**config.mk**
```make
export PLATFORM = sky130hd
export DESIGN_NAME = wb_regfile
export DESIGN_NICKNAME = d
export VERILOG_FILES = /design/src/rtl/cpu_pkg.sv /design/src/rtl/regfile_2r1w.sv /design/src/rtl/wb_regfile.sv
export SDC_FILE = /design/constraint.sdc
export NUM_CORES = 2
export LEC_CHECK = 0
export ABC_AREA = 0
export CAP_MARGIN = 20
export CORE_ASPECT_RATIO = 0.6
export CORE_UTILIZATION = 30
export DETAILED_ROUTE_END_ITERATION = 7
export HOLD_SLACK_MARGIN = 0.15
export SYNTH_ARGS = -nofsm -noshare
export SYNTH_HDL_FRONTEND = slang
export SYNTH_SLANG_ARGS = --single-unit
export TNS_END_PERCENT = 100
```
**constraint.sdc**
```tcl
create_clock -name clk -period 7.1 [get_ports clk]
set_clock_uncertainty 0.05 [all_clocks]
set_input_delay 2.13 -clock clk [delete_from_list [all_inputs] [get_ports clk]]
set_output_delay 2.13 -clock clk [all_outputs]
set_load 0.01 [all_outputs]
```
**src/rtl/cpu_pkg.sv**
```systemverilog
// Shared pipeline definitions: WB control field indices, default datapath
// widths and the hard-wired zero register index. The MEM/WB register and any
// later pipeline registers use the same WB field constants.
package cpu_pkg;

    // Bit positions inside the 2-bit WB control field
    localparam int WB_REGWRITE = 1;
    localparam int WB_MEMTOREG = 0;
    localparam int WB_W        = 2;

    // Default datapath geometry
    localparam int DW   = 32;
    localparam int AW   = 5;
    localparam int NREG = 32;

    // Architectural register that always reads as zero
    localparam int REG_ZERO = 0;

endpackage : cpu_pkg

```
**src/rtl/regfile_2r1w.sv**
```systemverilog
// Two-read / one-write general-purpose register file.
// r0 reads as zero and is never written. Reads are asynchronous.
// Optional feature macro WB_REGFILE_BYPASS_EN: when defined, a read of the
// register being written in the same cycle returns the incoming write data.
module regfile_2r1w #(
    parameter int NREG = cpu_pkg::NREG,
    parameter int DW   = cpu_pkg::DW,
    parameter int AW   = cpu_pkg::AW
) (
    input  logic          clk,
    input  logic          rst,
    input  logic          i_we,
    input  logic [AW-1:0] i_waddr,
    input  logic [DW-1:0] i_wdata,
    input  logic [AW-1:0] i_raddr1,
    input  logic [AW-1:0] i_raddr2,
    output logic [DW-1:0] o_rdata1,
    output logic [DW-1:0] o_rdata2
);
    import cpu_pkg::*;

    logic [DW-1:0] r_regs [NREG];
    logic          w_commit;

    // Writes to r0 are dropped so that entry stays at its reset value
    assign w_commit = i_we && (i_waddr != AW'(REG_ZERO));

    // Storage array update: synchronous clear, otherwise one write per edge
    always_ff @(posedge clk) begin
        if (rst) begin
            // NOTE: every entry is cleared on reset, which makes this a flop
            // array rather than an inferable RAM macro; that is intended here.
            for (int i = 0; i < NREG; i++) begin
                r_regs[i] <= '0;
            end
        end else if (w_commit) begin
            r_regs[i_waddr] <= i_wdata;
        end
    end

    // Asynchronous read ports with r0 masking and optional write-through
    always_comb begin
        // NOTE: default assignments first so no path through this block
        // leaves an output unassigned and infers a latch.
        o_rdata1 = '0;
        o_rdata2 = '0;
        if (i_raddr1 != AW'(REG_ZERO)) begin
            o_rdata1 = r_regs[i_raddr1];
`ifdef WB_REGFILE_BYPASS_EN
            if (w_commit && (i_raddr1 == i_waddr)) begin
                o_rdata1 = i_wdata;
            end
`endif
        end
        if (i_raddr2 != AW'(REG_ZERO)) begin
            o_rdata2 = r_regs[i_raddr2];
`ifdef WB_REGFILE_BYPASS_EN
            if (w_commit && (i_raddr2 == i_waddr)) begin
                o_rdata2 = i_wdata;
            end
`endif
        end
    end

endmodule : regfile_2r1w

```
**src/rtl/wb_regfile.sv**
```systemverilog
// Writeback stage end: selects the writeback value from the MEM/WB register,
// commits it into the register file, exports the effective write to the
// forwarding unit and counts committed writes for debug.
// Optional feature macro WB_REGFILE_BYPASS_EN enables write-through bypass
// in the register file read ports.
module wb_regfile #(
    parameter int NREG = cpu_pkg::NREG,
    parameter int DW   = cpu_pkg::DW,
    parameter int AW   = cpu_pkg::AW,
    parameter int CW   = 32
) (
    input  logic          clk,
    input  logic          rst,
    input  logic [1:0]    WB,
    input  logic [AW-1:0] Rd,
    input  logic [DW-1:0] MemData,
    input  logic [DW-1:0] ALUData,
    input  logic [AW-1:0] Rs,
    input  logic [AW-1:0] Rt,
    output logic [DW-1:0] ReadData1,
    output logic [DW-1:0] ReadData2,
    output logic [DW-1:0] WBData,
    output logic [AW-1:0] WBRd,
    output logic          WBEn,
    output logic [CW-1:0] WriteCount
);
    import cpu_pkg::*;

    logic [DW-1:0] w_wb_data;
    logic          w_wb_en;
    logic [CW-1:0] r_write_count;

    // Writeback select and effective enable; independent of rst by design
    assign w_wb_data = WB[WB_MEMTOREG] ? MemData : ALUData;
    assign w_wb_en   = WB[WB_REGWRITE] && (Rd != AW'(REG_ZERO));

    assign WBData     = w_wb_data;
    assign WBRd       = Rd;
    assign WBEn       = w_wb_en;
    assign WriteCount = r_write_count;

    regfile_2r1w #(
        .NREG (NREG),
        .DW   (DW),
        .AW   (AW)
    ) u_regfile (
        .clk      (clk),
        .rst      (rst),
        .i_we     (w_wb_en),
        .i_waddr  (Rd),
        .i_wdata  (w_wb_data),
        .i_raddr1 (Rs),
        .i_raddr2 (Rt),
        .o_rdata1 (ReadData1),
        .o_rdata2 (ReadData2)
    );

    // Retired-write counter; wraps silently at 2^CW
    always_ff @(posedge clk) begin
        // NOTE: sequential state uses non-blocking assignment so every flop
        // samples pre-edge values regardless of block evaluation order.
        if (rst) begin
            r_write_count <= '0;
        end else if (w_wb_en) begin
            r_write_count <= r_write_count + CW'(1);
        end
    end

endmodule : wb_regfile

```
==> results.ini <==
[critical_path]
r2r-start = WriteCount[3]$_SDFFE_PP0P_
crit_required_ps = 4920
worstPathMaxFanout = 18
cpPeakStageDelay_ps = 620
cp_num_buf_inv = 3
regToRegEndpoint = WriteCount[27]$_SDFFE_PP0P_
start_kind = input pin
crit_type = in2out
cp-end-kind = output pin
crit_arrival_ps = 4930
worstPathCellList = clkdlybuf4s50_1 > or2_1 > or4_4 > buf_6 > o221ai_1 > a31oi_4 > clkdlybuf4s50_1
cp_common_cell = clkdlybuf4s50_1
cp_slowest_cell = clkdlybuf4s50_1
rr_worst_depth = 5
r2r_slack_ps = 4690
path_delay_family = buffers and inverters

[placement]
io_buffers = 216
post-dp-hpwl_um = 145000
pre_cts_slack_ps = -1250
gp_congestion = 0.883

[cells_and_area]
regArea_mm2 = 0.0314
final_util = 0.364
syn_to_final_growth_pct = 19.6
multi_input_area_mm2 = 0.0221
n_fill_cell = 16785
drive_above_1_share = 0.266
num-nets-final = 4390
n_antenna_cell = 0

[timing]
finalWorstSetupSlack_ps = -11.4
period_share = 1.00
fmax_ghz = 0.141
hold_violations = 0
setup_viol = 1
relSlewSlack = 0.203
slew_viol_final = 0
rsz0062_at_grt = false
worst_pin_slew_ps = 1200
fin_crit_ps = 7110
setup_tns_ps = -11.4

[min_path]
min_to = WriteCount[31]$_SDFFE_PP0P_
min_from = WriteCount[31]$_SDFFE_PP0P_
whs_path_depth = 2
hold_path.class = reg2reg

[power]
leakagePower_nw = 22.9
cellPowerDensity_mw_per_mm2 = 236
p_total_mw = 15.4
ir_drop_mv = 0.182

[cts]
root_buffer = clkbuf_16
h-tree-depth = 3
clk_pin_slew_ps = 60
cts_buffers = 102
clk_path_buf_depth = 3
tritoncts = yes
cts_sinks = 1056
clkLatencyLatePin_ps = 720

[routing]
ant_nets = 0
drc_errors = 0
routed-via-count = 40014
maxUsedRoutingLayer = met5
drt-total-wl_um = 219000
drt-met1-wl_um = 90400
firstDrtPassIters = 5
route.met3.wl_um = 32500
wire_per_inst_um = 32.4
dr_wl_met2_um = 89600
vias_per_cell = 5.91
drt_iter0_drc = 6904

[synth]
postSynthAreaPerCell_um2 = 13.6
synth_top_area_frac = 0.562
synth_edf_count = 1024
ys_ff_latch = 1056
ys_top_cells_by_count = 1,045 x nor2_1, 1,024 x edfxtp_1, 427 x mux4_2
synthFlopType = edfxtp_1
yosys.area.top_type = edfxtp_1
async_reset_ff_frac = 0
yosys_warnings = 0
synth_area_leaders = edfxtp_1 56%, mux4_2 18%, nor2_1 7.2%, mux2i_1 4.3%, clkbuf_1 1.8%
syn_inst = 4030
mappedNetlistArea_mm2 = 0.0547
synth-seq-area-share = 0.574
synth_cell_types = 53
yosysMostFrequentCell = nor2_1

[die]
die_width_um = 553
boundaryPins = 217
start_util = 0.304
rows = 120
dieArea_mm2 = 0.184
core-area_mm2 = 0.180
die_h_um = 333

[global_route]
track_usage = 0.233
antenna_found_initial = 13
grt_max_degree = 102
first_global_vias = 38001
grt_pass1_wl_um = 303000
grt_overflow = 0

[status]
status = finished with violations
violations = setup timing

[run]
cap_violations = 0

==> registers in the layout (all words and copies together) (netlist names) <==
name,flops
WriteCount,32
u_regfile.r_regs,1024
==> per-stage QoR <==
stage	hold slack [ps]	cell area, um^2	cells
after global placement	417	61600	6573
after global routing	485	65400	6770
after CTS	448	65300	6767
final	437	65400	6770
after floorplan	452	54800	4061
after detailed placement	436	61600	6576
==> worst max path at each step <==
stage,to,slack (ps),depth (start not counted),from
2_1_floorplan,ReadData1[0],1300,6,Rs[0]
3_3_place_gp,ReadData1[7],-1260,7,Rs[4]
3_5_place_dp,ReadData1[7],-1250,7,Rs[4]
4_1_cts,ReadData1[16],3,6,Rs[4]
5_1_grt,ReadData1[16],5,6,Rs[4]
6_report,ReadData1[10],-10,7,Rs[4]
==> power breakdown <==
part / leakage (nW) / internal (mW) / switching, mW
Clock: 1.62 / 3.05 / 2.59
Sequential: 10.0 / 7.17 / 0.190
Combinational: 11.3 / 0.998 / 1.41
==> placed cells by master, fill, tap and decap left out, types with 52 or more instances in the layout <==
cell type	synthesis	layout
edfxtp_1	1024	1024
buf_12	3	52
clkdlybuf4s50_1	0	203
mux2_2	72	72
nor2_1	1045	1043
clkbuf_16	0	104
mux4_2	427	427
mux2i_1	234	202
buf_4	42	290
nand2_1	266	247
==> metal layers <==
metal  GRT usage  up-vias
met5           0        -
met4      0.0690       14
met3      0.0757      353
met2       0.321     3338
met1       0.345    20601
li1            -    15708
==> final cells by class <==
| cell class | count | share of cell area |
|---|---|---|
| Sequential cell | 1056 | 0.480 |
| Multi-Input combinational cell | 2548 | 0.338 |
| Timing Repair Buffer | 558 | 0.0831 |
| Tap cell | 2379 | 0.0455 |
| Clock buffer | 118 | 0.0403 |
| Clock inverter | 71 | 0.0106 |
| Inverter | 40 | 0.00231 |
==> cell families after synthesis <==
logic type | synth area share
other | 0.0000686
buffers and inverters | 0.0411
and+or+nand+nor | 0.105
AOI/OAI and AO/OA | 0.0420
muxes | 0.234
adders and majority gates | 0.000229
xor gates and xnor gates | 0.00288
DFF | 0.574
==> worst reg2reg max path, stage by stage, from the launching register on <==
cell,delay (ps)
dfxtp_1,450
nand4_2,210
nor3_2,290
nand4_1,540
nor3_1,400
mux2_2,360
==> timing repair <==
item | 4_1_cts | 5_1_grt
pin swaps | 1 | 0
setup endpoints to repair | 39 | 9
hold buffers | 0 | 0
gates cloned | 0 | 1
setup buffers | 2 | 0
resized for setup | 45 | 8
Note: power is estimated with default switching activity, not from simulation.
